### src/rtl/dmem_arbiter_if.sv
// Request/response bus between one requester and the data-memory arbiter.
//   master: requester side (drives req/rw/addr/wdata, receives gnt/rvalid/rdata/err)
//   slave : arbiter side (mirror of master)
interface dmem_arbiter_if;
    localparam int unsigned DATA_W = 32;

    logic              req;
    logic              rw;
    logic [31:0]       addr;
    logic [DATA_W-1:0] wdata;
    logic              gnt;
    logic              rvalid;
    logic [DATA_W-1:0] rdata;
    logic              err;

    modport master (output req, rw, addr, wdata, input gnt, rvalid, rdata, err);
    modport slave  (input req, rw, addr, wdata, output gnt, rvalid, rdata, err);
endinterface

### src/rtl/dmem_arbiter.sv
// Two-port round-robin arbiter and sequencer for the big-endian data RAM.
// Each transaction drives the memory bus for one cycle (ACCESS), then reports
// completion with registered read data for one cycle (RESP).
// Ports:
//   CLK, Reset        clock, asynchronous active-high reset
//   m0, m1            requester buses (slave side); port 0 = load/store unit, port 1 = debug/loader
//   mem_addr/rw/wdata memory bus, registered, zero when not in ACCESS
//   mem_rdata         memory read data, combinational from mem_addr
module dmem_arbiter #(
    parameter int unsigned ADDR_W = 8,
    parameter int unsigned DATA_W = 32
) (
    input  logic              CLK,
    input  logic              Reset,
    dmem_arbiter_if.slave     m0,
    dmem_arbiter_if.slave     m1,
    output logic [31:0]       mem_addr,
    output logic              mem_rw,
    output logic [DATA_W-1:0] mem_wdata,
    input  logic [DATA_W-1:0] mem_rdata
);
    // Highest legal word address; a 33-bit compare against it also rejects
    // any address with bits above ADDR_W set.
    localparam logic [32:0] MAX_ADDR = 33'((64'd1 << ADDR_W) - 64'd4);

    typedef enum logic [1:0] {
        IDLE   = 2'd0,
        ACCESS = 2'd1,
        RESP   = 2'd2
    } state_t;

    state_t            state;
    logic              last;      // port granted most recently
    logic              lat_port;
    logic              lat_rw;
    logic              lat_ok;

    logic              any_req;
    logic              win;
    logic              win_rw;
    logic [31:0]       win_addr;
    logic [DATA_W-1:0] win_wdata;
    logic              win_ok;
    logic [DATA_W-1:0] capture;

    // Round-robin winner and its request fields.
    always_comb begin
        any_req   = m0.req | m1.req;
        win       = (m0.req && m1.req) ? ~last : m1.req;
        win_rw    = win ? m1.rw    : m0.rw;
        win_addr  = win ? m1.addr  : m0.addr;
        win_wdata = win ? m1.wdata : m0.wdata;
        win_ok    = (win_addr[1:0] == 2'b00) && ({1'b0, win_addr} <= MAX_ADDR);
        capture   = (lat_ok && !lat_rw) ? mem_rdata : '0;
    end

    // Sequencer: state, latched request and all registered outputs.
    always_ff @(posedge CLK or posedge Reset) begin
        if (Reset) begin
            state     <= IDLE;
            last      <= 1'b1;
            lat_port  <= 1'b0;
            lat_rw    <= 1'b0;
            lat_ok    <= 1'b0;
            m0.gnt    <= 1'b0;
            m0.rvalid <= 1'b0;
            m0.rdata  <= '0;
            m0.err    <= 1'b0;
            m1.gnt    <= 1'b0;
            m1.rvalid <= 1'b0;
            m1.rdata  <= '0;
            m1.err    <= 1'b0;
            mem_addr  <= '0;
            mem_rw    <= 1'b0;
            mem_wdata <= '0;
        end else begin
            case (state)
                IDLE, RESP: begin
                    m0.rvalid <= 1'b0;
                    m0.rdata  <= '0;
                    m0.err    <= 1'b0;
                    m1.rvalid <= 1'b0;
                    m1.rdata  <= '0;
                    m1.err    <= 1'b0;
                    if (any_req) begin
                        state     <= ACCESS;
                        last      <= win;
                        lat_port  <= win;
                        lat_rw    <= win_rw;
                        lat_ok    <= win_ok;
                        m0.gnt    <= ~win;
                        m1.gnt    <= win;
                        // Rejected accesses leave the bus idle so memory is untouched.
                        mem_addr  <= win_ok ? win_addr : '0;
                        mem_rw    <= win_ok & win_rw;
                        mem_wdata <= win_ok ? win_wdata : '0;
                    end else begin
                        state <= IDLE;
                    end
                end
                ACCESS: begin
                    state     <= RESP;
                    m0.gnt    <= 1'b0;
                    m1.gnt    <= 1'b0;
                    mem_addr  <= '0;
                    mem_rw    <= 1'b0;
                    mem_wdata <= '0;
                    m0.rvalid <= ~lat_port;
                    m0.rdata  <= lat_port ? '0 : capture;
                    m0.err    <= ~lat_port & ~lat_ok;
                    m1.rvalid <= lat_port;
                    m1.rdata  <= lat_port ? capture : '0;
                    m1.err    <= lat_port & ~lat_ok;
                end
                default: state <= IDLE;
            endcase
        end
    end
endmodule

### src/flat_wrapper.sv
// flat-port wrapper written by rule: the top's interface ports become plain ports
module dmem_arbiter_flat 
#(
    parameter int unsigned ADDR_W = 8,
    parameter int unsigned DATA_W = 32
)
  (CLK, Reset, mem_addr, mem_rw, mem_wdata, mem_rdata, m0_req, m0_rw, m0_addr, m0_wdata, m0_gnt, m0_rvalid, m0_rdata, m0_err, m1_req, m1_rw, m1_addr, m1_wdata, m1_gnt, m1_rvalid, m1_rdata, m1_err);
  dmem_arbiter_if m0_i ();
  dmem_arbiter_if m1_i ();
  input  logic CLK;
  input  logic Reset;
  output logic [31:0] mem_addr;
  output logic mem_rw;
  output logic [DATA_W-1:0] mem_wdata;
  input  logic [DATA_W-1:0] mem_rdata;
  input wire logic [$bits(m0_i.req)-1:0] m0_req;
  input wire logic [$bits(m0_i.rw)-1:0] m0_rw;
  input wire logic [$bits(m0_i.addr)-1:0] m0_addr;
  input wire logic [$bits(m0_i.wdata)-1:0] m0_wdata;
  output wire logic [$bits(m0_i.gnt)-1:0] m0_gnt;
  output wire logic [$bits(m0_i.rvalid)-1:0] m0_rvalid;
  output wire logic [$bits(m0_i.rdata)-1:0] m0_rdata;
  output wire logic [$bits(m0_i.err)-1:0] m0_err;
  input wire logic [$bits(m1_i.req)-1:0] m1_req;
  input wire logic [$bits(m1_i.rw)-1:0] m1_rw;
  input wire logic [$bits(m1_i.addr)-1:0] m1_addr;
  input wire logic [$bits(m1_i.wdata)-1:0] m1_wdata;
  output wire logic [$bits(m1_i.gnt)-1:0] m1_gnt;
  output wire logic [$bits(m1_i.rvalid)-1:0] m1_rvalid;
  output wire logic [$bits(m1_i.rdata)-1:0] m1_rdata;
  output wire logic [$bits(m1_i.err)-1:0] m1_err;
  assign m0_i.req = m0_req;
  assign m0_i.rw = m0_rw;
  assign m0_i.addr = m0_addr;
  assign m0_i.wdata = m0_wdata;
  assign m0_gnt = m0_i.gnt;
  assign m0_rvalid = m0_i.rvalid;
  assign m0_rdata = m0_i.rdata;
  assign m0_err = m0_i.err;
  assign m1_i.req = m1_req;
  assign m1_i.rw = m1_rw;
  assign m1_i.addr = m1_addr;
  assign m1_i.wdata = m1_wdata;
  assign m1_gnt = m1_i.gnt;
  assign m1_rvalid = m1_i.rvalid;
  assign m1_rdata = m1_i.rdata;
  assign m1_err = m1_i.err;
  dmem_arbiter #(.ADDR_W(ADDR_W), .DATA_W(DATA_W)) u_core (.CLK(CLK), .Reset(Reset), .m0(m0_i), .m1(m1_i), .mem_addr(mem_addr), .mem_rw(mem_rw), .mem_wdata(mem_wdata), .mem_rdata(mem_rdata));
endmodule
### config.mk
export PLATFORM = sky130hd
export DESIGN_NAME = dmem_arbiter_flat
export DESIGN_NICKNAME = d
export VERILOG_FILES = /design/src/rtl/dmem_arbiter_if.sv /design/src/rtl/dmem_arbiter.sv /design/src/flat_wrapper.sv
export SDC_FILE = /design/constraint.sdc
export NUM_CORES = 1
export LEC_CHECK = 0
export CAP_MARGIN = 15
export CORE_MARGIN = 1
export CORE_UTILIZATION = 37
export DETAILED_ROUTE_END_ITERATION = 10
export GPL_ROUTABILITY_DRIVEN = 1
export PLACE_DENSITY = 0.78
export SYNTH_ARGS = -nofsm -noshare
export SYNTH_HDL_FRONTEND = slang
export SYNTH_SLANG_ARGS = --single-unit
### constraint.sdc
create_clock -name CLK -period 4.95 [get_ports CLK]
set_input_delay 0.99 -clock CLK [delete_from_list [all_inputs] [get_ports CLK]]
set_output_delay 0.99 -clock CLK [all_outputs]
set_load 0.01 [all_outputs]
==> run summary, run 1 <==
Worst Path Class, Setup = in -> reg
PnR worst setup slack = 1.74 ns
first-pass GRT wire length = 28500 microns
RSZ-0062 raised after global routing = false
kind of start point of the critical path = input pin
Pint = 0.00207 W
Chip Width = 130 microns
IO buf count = 300
highest clock frequency the design can meet = 0.311 GHz
Inserted Diodes = 0
DP Cell Count = 926
Tmin final = 3.21 ns
post-CTS resize count = 0
Final ANT Viol Nets = 0
H-Tree Depth = 4
Global Route Usage Sum = 0.225
TritonCTS Buffers = 17
# Post-CTS Setup Buffers = 0
pin count of the biggest net entering global routing = 86
clk root buf = clkbuf_16
Longest Clk Path Bufs = 2
combinational power share = 0.140
Site Rows = 46
via count = 5228
final count of hold timing violations = 0
number of enable flip-flop cells after synthesis = 0
DIE HEIGHT = 130 microns
sw power = 0.000742 W
clk sinks = 141
Worst Hold Slack = 0.477 ns
fin crit share = 0.649
final setup fails = 0
DRT Pass-1 Iters = 4
Place WS = 1.33 ns
Distinct cells, synth = 31
fraction of the yosys area taken by sequential cells = 0.583
nets = 896
Boundary Pins = 301
Power Density = 287 nW/um^2
vias in the first global route = 5484
Pleak = 4.26 nW
Worst EP arrival = 3.47 ns
R2R setup slack = 2.21 ns
total of max-cap violations = 0
placer's final routability congestion estimate = 0.805
status = finished, final reports clean
Die ar. = 16900 sq um
Core Util, Final = 0.615
top_reg_cell synth = dfrtp_1
layout cells sized above 1 = 0.125
metal2 WL = 9890 microns
Mean Syn Cell Area = 13.4 sq um
met1 wire length = 7050 microns
clock network fraction of total power = 0.437
Mapped Cells = 451
Yosys warning count = 0
initial antenna violation count = 0
Yosys reg bits = 141
core area = 15900 sq um
worst hold path class = reg -> reg
DR iter-0 viols = 252
post-route insts no fill = 959
DRC = 0
wire length per cell = 19.8 microns
area delta synth->final = 61.9%
Flop pwr share = 0.423
Slew Limit Fails = 0
top sig layer = met4
Sw Ratio = 0.264
Final Skew = 0.00702 ns
GRT Residual Overflow = 0
fraction of registers with async set/reset = 1.00
Synth Cell Area = 6050 sq um
Avg Vias per Cell = 5.45
Starting Density = 0.380
Synthesized Nets = 617
Rel. slew slack = 0.335
crit-path max FO = 21
actual slew at the worst max-slew pin = 0.997 ns
# hold bufs at CTS = 0
Critical Path End Type = flip-flop
Clock transition at path regs = 0.06 ns
Routed WL = 19000 microns
setup TNS = 0 ns
met3 routed WL = 1470 microns
HPWL after detailed placement = 13700 microns
Worst-Skew Late Latency = 0.41 ns
maximum vdd ir drop = 0.000229 V
CTS tree = done
CP required = 5.21 ns
cell families (layout without fill, tap and decap cells):
family,count (synthesis),after routing,share of synthesized area
multiplexers,39,39,0.0653
AO/OA/AOI/OAI,116,116,0.224
AND/OR/NAND/NOR,102,102,0.0862
buffers and inverters,53,345,0.0411
flip-flops,141,141,0.583
cells in the final DEF, fill, tap and decap left out, types with 4 or more instances in the layout:
cell type        count
a32o_1              64
and3_1              26
buf_4                7
clkbuf_16           17
clkdlybuf4s50_1    300
clkinvlp_4           5
dfrtp_1            140
inv_6                4
mux2i_1             38
nand2_1             51
nor4_1               8
nor4_2               4
o41ai_2             38
synthesized netlist by cell type (2+ instances only):
cell type | instances | area, sq um
o41ai_2 | 38 | 618
dfrtp_1 | 140 | 3500
nand2_1 | 51 | 191
inv_1 | 4 | 15.0
a32o_1 | 64 | 641
nand4_1 | 3 | 18.8
buf_2 | 16 | 80.1
mux2i_1 | 38 | 380
and3_1 | 26 | 163
clkbuf_1 | 26 | 97.6
and2_1 | 2 | 12.5
o31ai_1 | 3 | 22.5
buf_6 | 4 | 45.0
nor4_1 | 8 | 50.1
nor4_2 | 4 | 50.1
buf_1 | 3 | 11.3
nor2_1 | 5 | 18.8
o21ai_0 | 3 | 15.0
metal layers:
layer  GRT usage  up-vias
met5           0        -
li1            -     2310
met4       0.107        0
met1       0.249     2596
met3      0.0590       41
met2       0.402      281
per-stage QoR:
step	instance area (sq um)	total power [W]
detailed placement	9210	0.00160
global placement	9190	0.00159
finish	9800	0.00281
floorplan	6050	0.00138
global route	9800	0.00292
CTS	9780	0.00284
state kept, by name, indices dropped and copies added (netlist names), 2 cells and up:
name and cells:
u_core.m1.rdata 32, u_core.mem_wdata 32, u_core.mem_addr 32, u_core.state 2, u_core.m0.rdata 32
final cells by class:
cell class | instances | area, sq um
Fill cell | 1220 | 6140
Clock inverter | 13 | 131
Inverter | 4 | 20.0
Tap cell | 216 | 270
Sequential cell | 141 | 3530
Multi-Input combinational cell | 257 | 2310
Clock buffer | 19 | 443
Timing Repair Buffer | 309 | 3090
power groups by stage:
stage,clock [W],sequential [W],combinational (W)
6_report,0.00123,0.00119,0.000394
4_1_cts,0.00126,0.00119,0.000394
2_1_floorplan,0,0.00121,0.000176
5_1_grt,0.00131,0.00119,0.000423
3_3_place_gp,0,0.00121,0.000382
3_5_place_dp,0,0.00121,0.000392
critical path: stages:
cell	delay (ns)
clkdlybuf4s50_1	0.58
a21boi_4	0.64
o21a_2	0.66
buf_4	0.44
o41ai_2	0.13
worst paths after layout:
kind                                  from             endpoint  cells after the start
max                                 m1_req  u_core.mem_wdata[0]                      5
min                          u_core.m1.gnt        u_core.m1.gnt                      2
max reg2reg                u_core.state[0]   u_core.mem_addr[2]                      5
min reg2reg                  u_core.m1.gnt        u_core.m1.gnt                      2
max in group asynchronous            Reset   u_core.m1.rdata[4]                      3
min in group asynchronous            Reset  u_core.m0.rdata[19]                      2
No activity file was read; power rests on OpenSTA's default activity.
==> inputs of run 2 (changes only) <==
clock period = 2.9 ns   (was 4.95 ns; I/O delays follow)
==> run 2 against run 1 <==
Flip-flop and latch count stayed put; total power up 76%; clock power up 80%; critical path depth unchanged; sequential share of layout area shrank 0.37 points; critical path type unchanged; critical endpoint is now u_core.mem_wdata[2]; largest power group unchanged; highest routed layer unchanged.
==> run summary, run 2 (synthesized netlist as in run 1, its figures left out) <==
status = finished, final reports clean
R2R setup slack = 0.98 ns
Place WS = 0.300 ns
final count of hold timing violations = 0
Pleak = 4.31 nW
# hold bufs at CTS = 0
nets = 900
crit-path max FO = 40
worst hold path class = reg -> reg
core area = 15900 sq um
via count = 5118
HPWL after detailed placement = 13100 microns
CP required = 3.19 ns
Tmin final = 2.14 ns
DR iter-0 viols = 174
Rel. slew slack = 0.520
clk sinks = 141
Boundary Pins = 301
Final ANT Viol Nets = 0
# Post-CTS Setup Buffers = 0
wire length per cell = 18.9 microns
Inserted Diodes = 0
post-route insts no fill = 963
DRC = 0
actual slew at the worst max-slew pin = 0.719 ns
GRT Residual Overflow = 0
Longest Clk Path Bufs = 2
R2R depth = 4
Starting Density = 0.380
pin count of the biggest net entering global routing = 84
TritonCTS Buffers = 17
RSZ-0062 raised after global routing = false
DIE HEIGHT = 130 microns
R2R Path Start = u_core.last
IO buf count = 300
total of max-cap violations = 0
Chip Width = 130 microns
H-Tree Depth = 4
hold endpoint = u_core.mem_wdata[27]
highest clock frequency the design can meet = 0.467 GHz
hold path depth = 2
clk root buf = clkbuf_16
Worst EP arrival = 2.44 ns
DP Cell Count = 931
post-CTS resize count = 0
DRT Pass-1 Iters = 5
Power Density = 499 nW/um^2
initial antenna violation count = 0
final setup fails = 0
most frequent cells in the layout = clkdlybuf4s50_1 (300), dfrtp_1 (140), a32o_1 (64), nand2_1 (51)
Worst-Skew Late Latency = 0.41 ns
reg-to-reg endpoint = u_core.mem_wdata[2]
maximum vdd ir drop = 0.000427 V
FF+latch area = 3530 sq um
Avg Vias per Cell = 5.31
PnR worst setup slack = 0.759 ns
Clock transition at path regs = 0.06 ns
Fillers = 1233
first-pass GRT wire length = 27800 microns
multi-input logic area = 2310 sq um
placer's final routability congestion estimate = 0.773
Die ar. = 16900 sq um
kind of start point of the critical path = input pin
setup TNS = 0 ns
most common cell after layout, fill and taps aside = clkdlybuf4s50_1
hold_sp = u_core.mem_wdata[27]
area delta synth->final = 63.5%
Global Route Usage Sum = 0.216
Routed WL = 18200 microns
fin crit share = 0.738
layout cells sized above 1 = 0.129
vias in the first global route = 5365
Slew Limit Fails = 0
Final Skew = 0.00786 ns
Critical Path End Type = flip-flop
Worst Path Class, Setup = in -> reg
Site Rows = 46
CTS tree = done
[run 2: cell types whose count changed in the layout (fill, tap and decap cells not counted), moves of 2 or more]
cell	previous run	this run
buf_4	7	9
bufinv_16	1	3
inv_6	4	0
buf_12	1	3
[run 2: routing by layer]
metal,global-route usage,routed length [microns],vias to the layer above
li1,-,-,2320
met1,0.245,7080,2552
met2,0.398,9550,234
met3,0.0619,1390,12
met4,0.0527,169,0
met5,0,0,-
[run 2: how the worst max path moves through the flow]
stage	startpoint	end	slack, ns	cells past startpoint
global route	m0_addr[13]	u_core.mem_wdata[29]	0.62	5
floorplan	Reset	u_core.lat_ok	0.56	1
finish	m0_addr[15]	u_core.mem_wdata[2]	0.76	5
CTS	m0_addr[15]	u_core.mem_wdata[2]	0.72	5
global placement	m0_addr[15]	u_core.mem_wdata[1]	0.36	5
detailed placement	m0_addr[15]	u_core.mem_wdata[25]	0.30	5
[run 2: area by class of cell]
| type | count | share of cell area |
|---|---|---|
| Sequential cell | 141 | 0.356 |
| Timing Repair Buffer | 313 | 0.319 |
| Multi-Input combinational cell | 257 | 0.234 |
| Clock buffer | 20 | 0.0451 |
| Tap cell | 216 | 0.0273 |
| Clock inverter | 12 | 0.0166 |
| Inverter | 4 | 0.00190 |
[run 2: where the power goes]
| group | total [W] | leakage [nW] | switching (W) | internal, W |
|---|---|---|---|---|
| registers | 0.00203 | 1.95 | 0.0000287 | 0.00200 |
| clock network | 0.00222 | 0.288 | 0.000831 | 0.00138 |
| logic | 0.000695 | 2.07 | 0.000360 | 0.000336 |
[run 2: through the flow]
| step | hold WS [ns] | instance area (sq um) | utilization | power (W) |
|---|---|---|---|---|
| after global routing | 0.501 | 9900 | 0.621 | 0.00515 |
| after detailed placement | 0.468 | 9290 | 0.583 | 0.00277 |
| final | 0.478 | 9900 | 0.621 | 0.00494 |
| after CTS | 0.486 | 9900 | 0.621 | 0.00500 |
| after global placement | 0.460 | 9260 | 0.581 | 0.00274 |
| after floorplan | 0.447 | 6060 | - | 0.00236 |
[run 2: critical path, stage by stage]
cell	delay, ns
clkdlybuf4s50_1	0.39
nor4_1	0.36
nand4_1	0.14
mux2_4	0.52
o41ai_2	0.41
